--- config.mk ---
export PLATFORM = sky130hd
export DESIGN_NAME = aes_ctr_xor_out_stage
export DESIGN_NICKNAME = d
export VERILOG_FILES = /design/src/rtl/aes_ctr_xor_out_stage.sv
export SDC_FILE = /design/constraint.sdc
export NUM_CORES = 1
export LEC_CHECK = 0
export CORE_AREA = 2 2 169 204
export CTS_BUF_LIST = sky130_fd_sc_hd__clkbuf_4
export DETAILED_ROUTE_END_ITERATION = 12
export DIE_AREA = 0 0 171 206
export GPL_TIMING_DRIVEN = 0
export MAX_ROUTING_LAYER = met4
export PLACE_DENSITY = 0.76
export SETUP_SLACK_MARGIN = 0.02
export SYNTH_ARGS = -nofsm -noshare
export SYNTH_HDL_FRONTEND = slang
export SYNTH_SLANG_ARGS = --single-unit
--- constraint.sdc ---
create_clock -name clk -period 2.2 [get_ports clk]
set_clock_uncertainty 0.1 [all_clocks]
set_input_delay 0.44 -clock clk [delete_from_list [all_inputs] [get_ports clk]]
set_output_delay 0.44 -clock clk [all_outputs]
set_load 0.005 [all_outputs]
--- src/rtl/aes_ctr_xor_out_stage.sv ---
`default_nettype none
// ============================================================================
// Module      : aes_ctr_xor_out_stage
// Description : AES-CTR output stage. Joins plaintext and keystream, XORs them
//               and drives the ciphertext stream through a 2-entry skid buffer.
// Revision    : 1.0 - initial release
// ============================================================================
module aes_ctr_xor_out_stage #(
    parameter int DATA_WIDTH = 128,
    parameter int CNT_WIDTH  = 32
) (
    input  logic                  clk,
    input  logic                  rst_n,
    input  logic [DATA_WIDTH-1:0] s_pt_tdata,
    input  logic                  s_pt_tvalid,
    input  logic                  s_pt_tlast,
    output logic                  s_pt_tready,
    input  logic [DATA_WIDTH-1:0] s_ks_tdata,
    input  logic                  s_ks_tvalid,
    output logic                  s_ks_tready,
    output logic [DATA_WIDTH-1:0] m_axis_tdata,
    output logic                  m_axis_tvalid,
    output logic                  m_axis_tlast,
    input  logic                  m_axis_tready,
    output logic [CNT_WIDTH-1:0]  word_idx,
    output logic [CNT_WIDTH-1:0]  pkt_count,
    output logic                  pkt_done
);

    localparam logic [CNT_WIDTH-1:0] c_CNT_ONE = {{(CNT_WIDTH-1){1'b0}}, 1'b1};

    typedef enum logic [1:0] {
        ST_EMPTY = 2'd0,
        ST_ONE   = 2'd1,
        ST_FULL  = 2'd2
    } state_t;

    state_t                r_state;
    state_t                w_state_nxt;
    logic [DATA_WIDTH-1:0] r_main_data;
    logic                  r_main_last;
    logic [DATA_WIDTH-1:0] r_skid_data;
    logic                  r_skid_last;
    logic [CNT_WIDTH-1:0]  r_word_idx;
    logic [CNT_WIDTH-1:0]  r_pkt_count;
    logic                  r_pkt_done;

    logic                  w_space;
    logic                  w_join;
    logic                  w_take;
    logic                  w_load_main_new;
    logic                  w_load_main_skid;
    logic                  w_load_skid;
    logic [DATA_WIDTH-1:0] w_ct;

    // Input readiness depends only on registered state, never on m_axis_tready.
    assign w_space     = (r_state != ST_FULL);
    assign w_join      = s_pt_tvalid & s_ks_tvalid & w_space;
    assign w_take      = m_axis_tvalid & m_axis_tready;
    assign w_ct        = s_pt_tdata ^ s_ks_tdata;

    assign s_pt_tready = w_space & s_ks_tvalid;
    assign s_ks_tready = w_space & s_pt_tvalid;

    always_comb begin
        w_state_nxt      = r_state;
        w_load_main_new  = 1'b0;
        w_load_main_skid = 1'b0;
        w_load_skid      = 1'b0;
        case (r_state)
            ST_EMPTY: begin
                if (w_join) begin
                    w_load_main_new = 1'b1;
                    w_state_nxt     = ST_ONE;
                end
            end
            ST_ONE: begin
                if (w_join && w_take) begin
                    w_load_main_new = 1'b1;
                end else if (w_join) begin
                    w_load_skid = 1'b1;
                    w_state_nxt = ST_FULL;
                end else if (w_take) begin
                    w_state_nxt = ST_EMPTY;
                end
            end
            ST_FULL: begin
                if (w_take) begin
                    w_load_main_skid = 1'b1;
                    w_state_nxt      = ST_ONE;
                end
            end
            default: begin
                w_state_nxt = ST_EMPTY;
            end
        endcase
    end

    always_ff @(posedge clk or negedge rst_n) begin
        if (!rst_n) begin
            r_state <= ST_EMPTY;
        end else begin
            r_state <= w_state_nxt;
        end
    end

    always_ff @(posedge clk or negedge rst_n) begin
        if (!rst_n) begin
            r_main_data <= '0;
            r_main_last <= 1'b0;
            r_skid_data <= '0;
            r_skid_last <= 1'b0;
        end else begin
            if (w_load_main_new) begin
                r_main_data <= w_ct;
                r_main_last <= s_pt_tlast;
            end else if (w_load_main_skid) begin
                r_main_data <= r_skid_data;
                r_main_last <= r_skid_last;
            end
            if (w_load_skid) begin
                r_skid_data <= w_ct;
                r_skid_last <= s_pt_tlast;
            end
        end
    end

    // Counters follow the output handshake; wrap is intentional.
    always_ff @(posedge clk or negedge rst_n) begin
        if (!rst_n) begin
            r_word_idx  <= '0;
            r_pkt_count <= '0;
            r_pkt_done  <= 1'b0;
        end else begin
            r_pkt_done <= w_take & r_main_last;
            if (w_take) begin
                if (r_main_last) begin
                    r_word_idx  <= '0;
                    r_pkt_count <= r_pkt_count + c_CNT_ONE;
                end else begin
                    r_word_idx  <= r_word_idx + c_CNT_ONE;
                end
            end
        end
    end

    assign m_axis_tvalid = (r_state != ST_EMPTY);
    assign m_axis_tdata  = r_main_data;
    assign m_axis_tlast  = r_main_last;
    assign word_idx      = r_word_idx;
    assign pkt_count     = r_pkt_count;
    assign pkt_done      = r_pkt_done;

endmodule
`default_nettype wire

---- Word level (Yosys, flattened, before mapping) ----
Index checks and enable logic that the tools add are counted.
word-level totals
  logic and storage cells ................. 48
  bits in registers ....................... 325
  bits of input ports ..................... 262
  output and inout bits ................... 197
cells by class
  add/sub/neg operators ................... 2
  equal/unequal tests ..................... 7
  mux-type cells .......................... 18
  bitwise gates (word level) .............. 7
  reductions and logical operators ........ 6
operators by type and width
  operator               number
  $mux 128               2
  $xor 128x128->128      1
  $add 32x1->32 const B  2
  $mux 32                1
  $mux 2                 5
  $mux 1                 8
  $ne 2x2->1 const B     4
  $and 1x1->1            6
  $pmux 2 s3             1
  $reduce_and 4->1       1
  $reduce_bool 2->1      2
  $ne 3x3->1 const B     1
  $eq 2x1->1 const B     1
  $eq 2x2->1 const B     1
  $logic_not 2->1        1
  $pmux 1 s2             1
  $reduce_and 2->1       1
  $logic_and 1x1->1      1

---- Depth between registers and ports, before layout ----
Gate-level depths: netlist of the first run.
  depth in word-level cells ............... 6
  depth in mapped cells ................... 8

---- Least setup slack after synthesis of the first run ----
OpenSTA, ideal clock, no wires.
  path type ............................... reg2reg
  from .................................... reg r_state[1]
  to ...................................... reg r_skid_data[77]
  path slack .............................. 0.303 ns
  arrival time ............................ 1.664 ns
  period minus slack after synthesis ...... 1.897 ns
  data required time ...................... 1.967 ns
  cell stages (with the launch flop) ...... 8
  path buffers ............................ 4
  cell sequence ........................... dfrtp_1 -> and3b_1 -> clkbuf_1 -> and2_1 -> clkbuf_1 -> buf_2 -> buf_1 -> a21oi_1
on the way
  word-level cells in the longest chain between the ends .. 5
  elaborated cells between the ends (all ways) .. 9
  those cells by class .................... eq/ne (2); mux (3); bitwise (2); reduce/logical (2)
ends and longest elaborated chain
  element                                          line     source
  start, declared                                  38       state_t r_state;
  start signal, assigned                           103      r_state <= w_state_nxt;
  $ne 2x2->1 or $reduce_bool 2->1 (tied branches)  57, 147
  $and 1x1->1, on equally long branches            58, 59
  $mux 1 or $logic_and 1x1->1 (tied branches)      80, 78
  $mux 1                                           78       if (w_join && w_take) begin
  $mux 1 *                                         70       case (r_state)
  end signal, assigned                             122      r_skid_data <= w_ct;
  end, declared                                    42       logic [DATA_WIDTH-1:0] r_skid_data;
Every way passes the cells marked *; elsewhere a longest branch is shown, timed or not.
A chain may end at the register's enable or synchronous reset.

---- Final worst setup path of the first run ----
  from .................................... reg r_word_idx[13], in the netlist word_idx[13]
  to ...................................... reg r_word_idx[23], in the netlist word_idx[23]
on the way
  word-level cells in the longest chain between the ends .. 2
ends and longest elaborated chain
  element                 line  source
  start, declared         44    logic [CNT_WIDTH-1:0] r_word_idx;
  start signal, assigned  141   r_word_idx <= r_word_idx + c_CNT_ONE;
  $add 32x1->32           141
  $mux 32                 137   if (r_main_last) begin
No other way between the ends.

==> results of run 1 <==
## timing repair
item                       4_1_cts  5_1_grt
hold buffers                     1        0
setup endpoints to repair      446      210
gates resized for setup        208       49
pin swaps                        0        2
hold endpoints to repair        78        0
buffers inserted                75        9
## cell usage in the layout (no fill, tap or decap), types with 4 or more instances in the layout
cell type        count
dfrtp_1            309
clkdlybuf4s50_1    284
nor2_1             240
a21oi_1            144
dlygate4sd2_1      144
xnor2_1            139
clkbuf_4           114
a221o_1            101
buf_4               93
mux2i_1             48
nand2_1             42
buf_2               33
dlymetal6s2s_1      26
nand4_1             24
xor2_1              23
clkinv_1            19
nand3_1             18
mux2_2              17
dfrtp_2             16
clkbuf_1            13
buf_1               12
and4_1              12
o21ai_0             11
clkbuf_2            10
or4_1                9
o31ai_1              8
nor3_1               8
nand2b_1             7
and3_1               7
and2_1               7
inv_1                6
nor4_2               5
nor4_1               5
o21a_1               5
clkinv_2             4
## stage by stage
stage                     setup TNS [ns]  total power, mW
after floorplan                        0             10.8
after global placement          -4419.37             13.7
after detailed placement         -214.91             13.9
after CTS                        -0.0931             18.9
after global routing             -0.0299             19.8
final                                  0             18.7
## worst register-to-register path: stages, from the launching register on
cell and delay, ns:
dfrtp_1 0.36, buf_4 0.12, and4_1 0.26, nand4_1 0.26, buf_4 0.27, clkbuf_2 0.21
o31ai_1 0.33, a21oi_1 0.10
## cells in the mapped netlist, types with 18 or more instances
master    instances
a21oi_1         144
a221o_1         101
buf_1            18
buf_2            37
clkbuf_1         27
dfrtp_1         325
mux2i_1          48
nand2_1          42
nand3_1          19
nand4_1          24
nor2_1          240
xnor2_1         139
xor2_1           23
## routing by layer
| layer | vias up | global-route usage [%] | share of wire (%) |
|---|---|---|---|
| met5 | - | - | 0 |
| met4 | 0 | 9.35 | 2.7 |
| met3 | 99 | 6.09 | 7.2 |
| met2 | 595 | 46.0 | 52 |
| met1 | 6439 | 30.3 | 39 |
| li1 | 5980 | - | - |
## cells by family after synthesis
group                    share of synthesized area (%)
flip-flops                                        56.4
AND/OR/NAND/NOR                                   12.7
AO/OA/AOI/OAI                                     13.6
buffers and inverters                             2.64
XOR/XNOR                                          9.84
adder cells (fa/ha/maj)                          0.174
multiplexers                                      4.66
## state kept, by name, indices dropped and copies added (netlist names)
register / cells
m_axis_tdata: 128
m_axis_tlast: 1
pkt_count: 32
pkt_done: 1
r_skid_data: 128
r_skid_last: 1
r_state: 2
word_idx: 32
## how the worst max path moves through the flow
stage          slack [ns]          endpoint          from
2_1_floorplan        0.30   r_skid_data[77]    r_state[1]
3_3_place_gp       -13.01  r_skid_data[125]         rst_n
3_5_place_dp        -0.93   r_skid_data[52]   s_pt_tvalid
4_1_cts             -0.07       s_pt_tready    r_state[0]
5_1_grt             -0.02      word_idx[25]   word_idx[0]
6_report             0.06      word_idx[23]  word_idx[13]
## area by class of cell
| class | instances | area share [%] |
|---|---|---|
| flip-flops and latches | 325 | 38.2 |
| multi-input cells | 909 | 28.0 |
| repair buffers | 545 | 24.2 |
| clock buffers | 110 | 3.87 |
| well taps | 456 | 2.68 |
| plain buffers | 80 | 1.90 |
| clock inverters | 28 | 0.904 |
| inverters | 7 | 0.135 |
| diodes | 1 | 0.0117 |
## power breakdown
| group | switching, mW | leakage [nW] | internal (mW) |
|---|---|---|---|
| Sequential | 1.03 | 3.93 | 7.69 |
| Clock | 2.45 | 0.598 | 2.67 |
| Combinational | 2.20 | 5.28 | 2.69 |
==> metrics.yaml, run 1 <==
irDropWorstVdd_mv: 0.555
synth_top_area_share_pct: 56.4
hold_viol_final: 0
io_buffers: 458
vias: 13100
cp_num_buf_inv: 3
synth_area_leaders: "dfrtp_1 56%, xnor2_1 8.4%, a221o_1 7.0%, nor2_1 6.2%, a21oi_1 5.0%"
synth_nets: 1587
clockBufferDepth: 3
crit_chain: "buf_4 -> and4_1 -> nand4_1 -> buf_4 -> clkbuf_2 -> o31ai_1 -> a21oi_1"
ys_async_sr_fraction_pct: 100
synth_cells: 1323
r2r-start: "word_idx[13]"
ff_latch_area_mm2: 0.00815
fill_cells: 2766
reg2reg_to: "word_idx[23]"
max_freq_mhz: 467
maxSlewHeadroom_pct: 56.8
hp-class: "in -> async"
wl_per_cell_um: 18.7
multi_input_area_mm2: 0.00598
critPathArrivalTime_ns: 2.59
wirelength_um: 46000
yosysUniqueCellTypes: 41
seq_area_frac_synth_pct: 56.4
grt_max_degree: 125
status: "completed"
dp_slack_ns: -0.931
rsz0062_at_grt: "true"
cp-start-kind: "flop"
crit_slowest_cell: "dfrtp_1"
postRouteAntennaNets: 0
crit_path_end_kind: "flop"
finalMaxSlewViolations: 0
ctsRootBufferMaster: "clkbuf_4"
cts_sinks: 325
min_period_ns: 2.14
setup_ws_ns: 0.0587
finalNonFillerCells: 2461
dr.pass1.iters: 6
grt_usage_pct: 26.6
numCtsBuffers: 80
crit_fanout: 10
avgSynthCellArea_um2: 10.9
vias_per_cell: 5.33
power_leakage_nw: 9.81
die_y_um: 206
io-pin-count: 459
grt.overflow.total: 0
clock_latency_ns: 0.72
netlist_area_mm2: 0.0144
place_hpwl_um: 32800
crit_top_cell: "buf_4"
worstSetupPathType: "reg -> reg"
ys_warn_count: 0
synth_edf_count: 0
clk_pin_slew_ns: 0.06
syn_to_final_growth_pct: 47.9
dp_cells: 2239
layout.nets: 2212
critical_path.top_delay_family: "buffers and inverters"
drc: 0
die-area_mm2: 0.0352
rows: 74
antenna_found_initial: 1
grt_pass1_wl_um: 71300
slowest_delay_ns: 0.36
synth_seq_cells: 325
reg2reg_setup_slack_ns: 0.06
cp.required_ns: 2.65
place_congestion: 0.953
yosys.area.top_type: "dfrtp_1"
tightest_slew_ns: 0.649
cap_violations: 0
setup_violations: 0
drive_gt1_share_pct: 15.7
design_area_mm2: 0.0213
drtIter0Drc: 935
die_w_um: 171
reg2regPathDepth: 7
grt_pass1_vias: 13300
core_area_mm2: 0.0335
post-route-util_pct: 63.6
cts_tree: "yes"
whs_ns: 0.223
htree_levels: 3
initial_utilization_pct: 43.0
power_density_mw_per_mm2: 878
min_period_over_period_pct: 97.3
synth_ff_type: "dfrtp_1"
dpl-instance-area_mm2: 0.0196
cp_num_cells: 7
(Power assumes the default switching activity.)
==> inputs of run 2 (changes only) <==
--- a/config.mk
+++ b/config.mk
@@ -10,9 +10,9 @@
 export DETAILED_ROUTE_END_ITERATION = 12
 export DIE_AREA = 0 0 171 206
 export GPL_TIMING_DRIVEN = 0
-export MAX_ROUTING_LAYER = met4
 export PLACE_DENSITY = 0.76
 export SETUP_SLACK_MARGIN = 0.02
 export SYNTH_ARGS = -nofsm -noshare
 export SYNTH_HDL_FRONTEND = slang
 export SYNTH_SLANG_ARGS = --single-unit
+export TNS_END_PERCENT = 100
==> metrics.yaml, run 2 (synthesis gave the netlist of run 1 again) <==
hold_viol_final: 0  # unchanged
clk_pin_slew_ns: 0.07  # about the same
design_area_mm2: 0.0214  # +0.43%
numCtsBuffers: 80  # unchanged
rsz0062_at_grt: "true"
die_w_um: 171  # unchanged
antenna_found_initial: 3  # +2
place_congestion: 0.928  # -2.6%
layout_commonest_cell: "dfrtp_1"
dpl-instance-area_mm2: 0.0196  # unchanged
cp-endpoint: "word_idx[27]"
vias: 13000  # -0.87%
cp-start-kind: "flop"
crit_path_end_kind: "flop"
min_period_ns: 2.14  # -0.00114 ns
wirelength_um: 45600  # -0.82%
hp-class: "in -> async"
status: "completed"
setup_ws_ns: 0.0599  # +0.00114 ns
clockBufferDepth: 3  # unchanged
tns_ns: 0  # unchanged
finalNonFillerCells: 2461  # unchanged
power_leakage_nw: 10.1  # +2.7%
setup_violations: 0  # unchanged
htree_levels: 3  # unchanged
grt.overflow.total: 0  # unchanged
post-route-util_pct: 63.9  # +0.28 points
ctsRootBufferMaster: "clkbuf_4"
tightest_slew_ns: 0.673  # +0.0241 ns
cap_violations: 0  # unchanged
worstSetupPathType: "reg -> reg"
grt_pass1_vias: 13100  # -1.6%
irDropWorstVdd_mv: 0.505  # -8.9%
drc: 0  # unchanged
initial_utilization_pct: 43.0  # unchanged
critPathLaunch: "r_state[0]"
p_total_mw: 18.7  # -0.17%
wl_per_cell_um: 18.5  # -0.82%
vias_per_cell: 5.28  # -0.87%
dp_slack_ns: -0.941  # -0.0105 ns
final_cell_mix: "308 x dfrtp_1, 284 x clkdlybuf4s50_1, 240 x nor2_1"
io-pin-count: 459  # unchanged
rows: 74  # unchanged
syn_to_final_growth_pct: 48.5
die_y_um: 206  # unchanged
grt_usage_pct: 25.5  # -1.1 points
reg2regPathDepth: 7  # unchanged
maxSlewHeadroom_pct: 55.1  # -1.6 points
cts_sinks: 325  # unchanged
r2r-start: "r_state[0]"
die-area_mm2: 0.0352  # unchanged
cts_tree: "yes"
fill_cells: 2730  # -1.3%
dr.pass1.iters: 5  # -1
finalMaxSlewViolations: 0  # unchanged
cp.required_ns: 2.71  # +0.06 ns
postRouteAntennaNets: 0  # unchanged
reg2reg_setup_slack_ns: 0.06  # about the same
dp_cells: 2239  # unchanged
power_density_mw_per_mm2: 873  # -0.61%
clock_latency_ns: 0.70  # -0.02 ns
max_freq_mhz: 467  # about the same
core_area_mm2: 0.0335  # unchanged
drive_gt1_share_pct: 15.5  # -0.23 points
grt_max_degree: 123  # -1.6%
grt_pass1_wl_um: 70300  # -1.4%
min_period_over_period_pct: 97.3  # about the same
whs_ns: 0.234  # +0.0118 ns
crit_fanout: 10  # unchanged
reg2reg_to: "word_idx[27]"
drtIter0Drc: 1051  # +12%
io_buffers: 458  # unchanged
place_hpwl_um: 32800  # -0.24%
critPathArrivalTime_ns: 2.65  # +0.06 ns
layout.nets: 2212  # unchanged
run 2: cell count changes in the layout (fill, tap and decap cells not counted), sizes merged, moves of 2 or more:
cell / before / now
buf: 143 / 141
clkbuf: 137 / 143
clkinv: 23 / 20
diode: 1 / 3
dlygate4sd2: 144 / 118
dlymetal6s2s: 26 / 52
run 2: how the worst min path moves through the flow:
stage | startpoint | slack, ns | cells after the start | endpoint
after CTS | s_pt_tlast | 0.16 | 3 | r_skid_last
final | rst_n | 0.23 | 2 | word_idx[0]
after floorplan | rst_n | 0.04 | 0 | m_axis_tdata[0]
after detailed placement | pkt_count[31] | 0.37 | 1 | pkt_count[31]
after global placement | pkt_count[31] | 0.36 | 1 | pkt_count[31]
after global routing | s_pt_tlast | 0.22 | 3 | r_skid_last
run 2: power by group:
part	internal, mW	switching (mW)	total (mW)
Sequential	7.69	1.04	8.73
Combinational	2.76	2.20	4.95
Clock	2.61	2.40	5.00
Total	13.1	5.63	18.7
run 2: layout make-up:
cell class / count / area [um2] / share of cell area, %
Multi-Input combinational cell: 909 / 5980 / 27.9
Clock inverter: 22 / 136 / 0.637
Clock buffer: 114 / 856 / 4.00
Buffer: 80 / 409 / 1.91
Tap cell: 456 / 571 / 2.66
Inverter: 7 / 31.3 / 0.146
Timing Repair Buffer: 545 / 5260 / 24.6
Antenna cell: 3 / 7.51 / 0.0351
Sequential cell: 325 / 8150 / 38.1
run 2: worst max-delay path, stage by stage (launching register included):
cell      delay (ns)
dfrtp_2         0.38
buf_6           0.11
buf_4           0.10
o21ai_2         0.11
or3_4           0.47
clkbuf_2        0.24
nor4_1          0.32
mux2i_1         0.24
run 2: routing by layer:
metal | vias up | track usage [%] | wire, um
li1 | 5996 | - | -
met1 | 6355 | 30.3 | 17300
met2 | 555 | 44.8 | 23600
met3 | 93 | 6.19 | 3420
met4 | 0 | 9.41 | 1280
met5 | - | 0 | 0
run 2: timing repair:
item | in CTS | in global routing
setup buffers | 72 | 12
pin swaps | 0 | 3
resized for setup | 179 | 80
endpoints found under the hold margin | 85 | 0
hold buffers | 1 | 0
endpoints found under the setup margin | 428 | 185
==> inputs of run 3 (changes only) <==
--- a/config.mk
+++ b/config.mk
@@ -5,10 +5,10 @@
 export SDC_FILE = /design/constraint.sdc
 export NUM_CORES = 1
 export LEC_CHECK = 0
-export CORE_AREA = 2 2 169 204
+export CORE_AREA = 5 5 172 207
 export CTS_BUF_LIST = sky130_fd_sc_hd__clkbuf_4
 export DETAILED_ROUTE_END_ITERATION = 12
-export DIE_AREA = 0 0 171 206
+export DIE_AREA = 0 0 177 212
 export GPL_TIMING_DRIVEN = 0
 export PLACE_DENSITY = 0.76
 export SETUP_SLACK_MARGIN = 0.02
==> metrics.yaml, run 3 (synthesis gave the netlist of run 1 again) <==
layout_commonest_cell: "dfrtp_1"
vias: 13100  # +0.81%
worstSetupPathType: "reg -> out"
cap_violations: 0  # unchanged
initial_utilization_pct: 43.0  # unchanged
wl_per_cell_um: 19.4  # +4.8%
power_density_mw_per_mm2: 869  # -0.45%
dp_cells: 2239  # unchanged
setup_violations: 0  # unchanged
grt.overflow.total: 0  # unchanged
die-area_mm2: 0.0375  # +6.5%
switchingPower_mw: 5.64  # about the same
grt_pass1_vias: 13700  # +4.5%
final_cell_mix: "306 x dfrtp_1, 272 x clkdlybuf4s50_1, 240 x nor2_1"
status: "completed"
clkPwrFrac_pct: 26.3  # -0.5 points
rows: 74  # unchanged
io-pin-count: 459  # unchanged
place_hpwl_um: 34300  # +4.7%
min_period_ns: 2.09  # -0.0455 ns
cts_sinks: 325  # unchanged
vias_per_cell: 5.35  # +1.2%
cp-start-kind: "flop"
finalMaxSlewViolations: 0  # unchanged
clock_latency_ns: 0.69  # about the same
clockBufferDepth: 3  # unchanged
drt-met1-wl_um: 17700  # +2.1%
top_layer: "met4"
hp-class: "in -> async"
min_period_over_period_pct: 95.2  # -2.1 points
drive_gt1_share_pct: 16.0  # +0.52 points
critPathArrivalTime_ns: 1.55  # -1.10 ns
dpl-instance-area_mm2: 0.0196  # unchanged
dr_wl_met2_um: 24800  # +5.0%
grt_max_degree: 129  # +4.9%
finalNonFillerCells: 2451  # -0.41%
dr.pass1.iters: 5  # unchanged
p_int_mw: 12.9  # -1.4%
crit_chain: "buf_6 -> or2_4 -> buf_6"
max_freq_mhz: 477  # +2.2%
crit_path_end_kind: "output pin"
ctsRootBufferMaster: "clkbuf_4"
rsz0062_at_grt: "true"
dp_slack_ns: -1.01  # -0.0674 ns
grt_usage_pct: 24.5  # -1.0 points
numCtsBuffers: 81  # +1.3%
drc: 0  # unchanged
io_buffers: 458  # unchanged
htree_levels: 3  # unchanged
grt_pass1_wl_um: 72700  # +3.3%
wl_met3_um: 3830  # +12%
cts_tree: "yes"
syn_to_final_growth_pct: 47.7
post-route-util_pct: 63.5  # -0.34 points
p_comb_share_pct: 26.6  # about the same
cp.required_ns: 1.66  # -1.05 ns
setup_ws_ns: 0.105  # +0.0455 ns
die_w_um: 177  # +3.5%
place_congestion: 0.875  # -5.8%
switching_share_pct: 30.5  # +0.31 points
core_area_mm2: 0.0335  # unchanged
hold_viol_final: 0  # unchanged
crit_slowest_cell: "dfrtp_2"
crit_top_cell: "buf_6"
pwr-share-seq_pct: 47.1  # +0.4 points
tightest_slew_ns: 0.656  # -0.0165 ns
layout.nets: 2209  # -0.14%
clk_pin_slew_ns: 0.07  # about the same
slowest_delay_ns: 0.41  # -0.06 ns
die_y_um: 212  # +2.9%
postRouteAntennaNets: 0  # unchanged
maxSlewHeadroom_pct: 56.2  # +1.1 points
antenna_found_initial: 2  # -1
design_area_mm2: 0.0213  # -0.53%
wirelength_um: 47600  # +4.4%
drtIter0Drc: 919  # -13%
irDropWorstVdd_mv: 0.421  # -17%
power_leakage_nw: 9.98  # -0.88%
crit_fanout: 3  # -7
==> run 3: cell count changes in the layout (fill, tap and decap cells not counted), sizes merged <==
cell,before,now
dlymetal6s2s,52,42
dlygate4sd2,118,140
bufinv,2,1
clkinvlp,0,1
clkdlybuf4s50,284,272
clkinv,20,12
clkbuf,143,139
inv,7,10
diode,3,2
==> run 3: path summary, 6_finish.rpt <==
kind                                 start               end  slack [ns]  cells past startpoint
min in group clk                s_pt_tlast       r_skid_last        0.27                      3
min reg2reg                r_skid_data[65]  m_axis_tdata[65]        0.39                      1
max reg2reg                     r_state[0]      word_idx[25]        0.11                      6
max                             r_state[0]     m_axis_tvalid        0.11                      3
max in group asynchronous            rst_n  m_axis_tdata[69]        0.73                      3
min                                  rst_n  m_axis_tdata[52]        0.23                      2
==> run 3: cell type report <==
type | instances | area (um2)
diodes | 2 | 5.00
well taps | 456 | 571
clock inverters | 17 | 95.1
clock buffers | 114 | 856
inverters | 7 | 31.3
flip-flops and latches | 325 | 8160
fillers | 2732 | 12200
multi-input cells | 909 | 5990
repair buffers | 541 | 5190
plain buffers | 80 | 402
==> run 3: through the flow <==
step           total power [mW]  TNS [ns]  hold slack, ns
3_5_place_dp               14.0   -200.93           0.360
2_1_floorplan              10.8         0          0.0444
3_3_place_gp               13.7  -4400.54           0.363
6_report                   18.5         0           0.228
5_1_grt                    19.6   -0.0442           0.204
4_1_cts                    18.6         0           0.163
==> run 3: worst max-delay path: cells and delay by family (launching register included) <==
| family | cells | cell delay [ns] |
|---|---|---|
| buffers and inverters | 2 | 0.24 |
| and+or+nand+nor | 1 | 0.22 |
| DFF | 1 | 0.41 |
==> run 3: layer usage <==
layer  global-route usage [%]  vias up
met5                        0        -
met4                     8.86        0
met3                     6.76       83
met2                     43.9      585
met1                     28.1     6459
li1                         -     5977
==> run 3: what timing repair did <==
| action | 4_1_cts | 5_1_grt |
|---|---|---|
| setup endpoints to repair | 449 | 262 |
| resized for setup | 204 | 79 |
| endpoints found under the hold margin | 72 | 0 |
| hold buffers | 1 | 0 |
| setup buffers | 71 | 9 |
| pin swaps | 0 | 1 |
==> run 3: power groups by stage <==
stage,sequential [mW],clock (mW),combinational (mW)
after floorplan,8.65,0,2.15
after global placement,8.78,0,4.95
after detailed placement,8.85,0,5.10
after CTS,8.69,5.00,4.94
after global routing,8.92,5.32,5.40
final,8.72,4.86,4.91
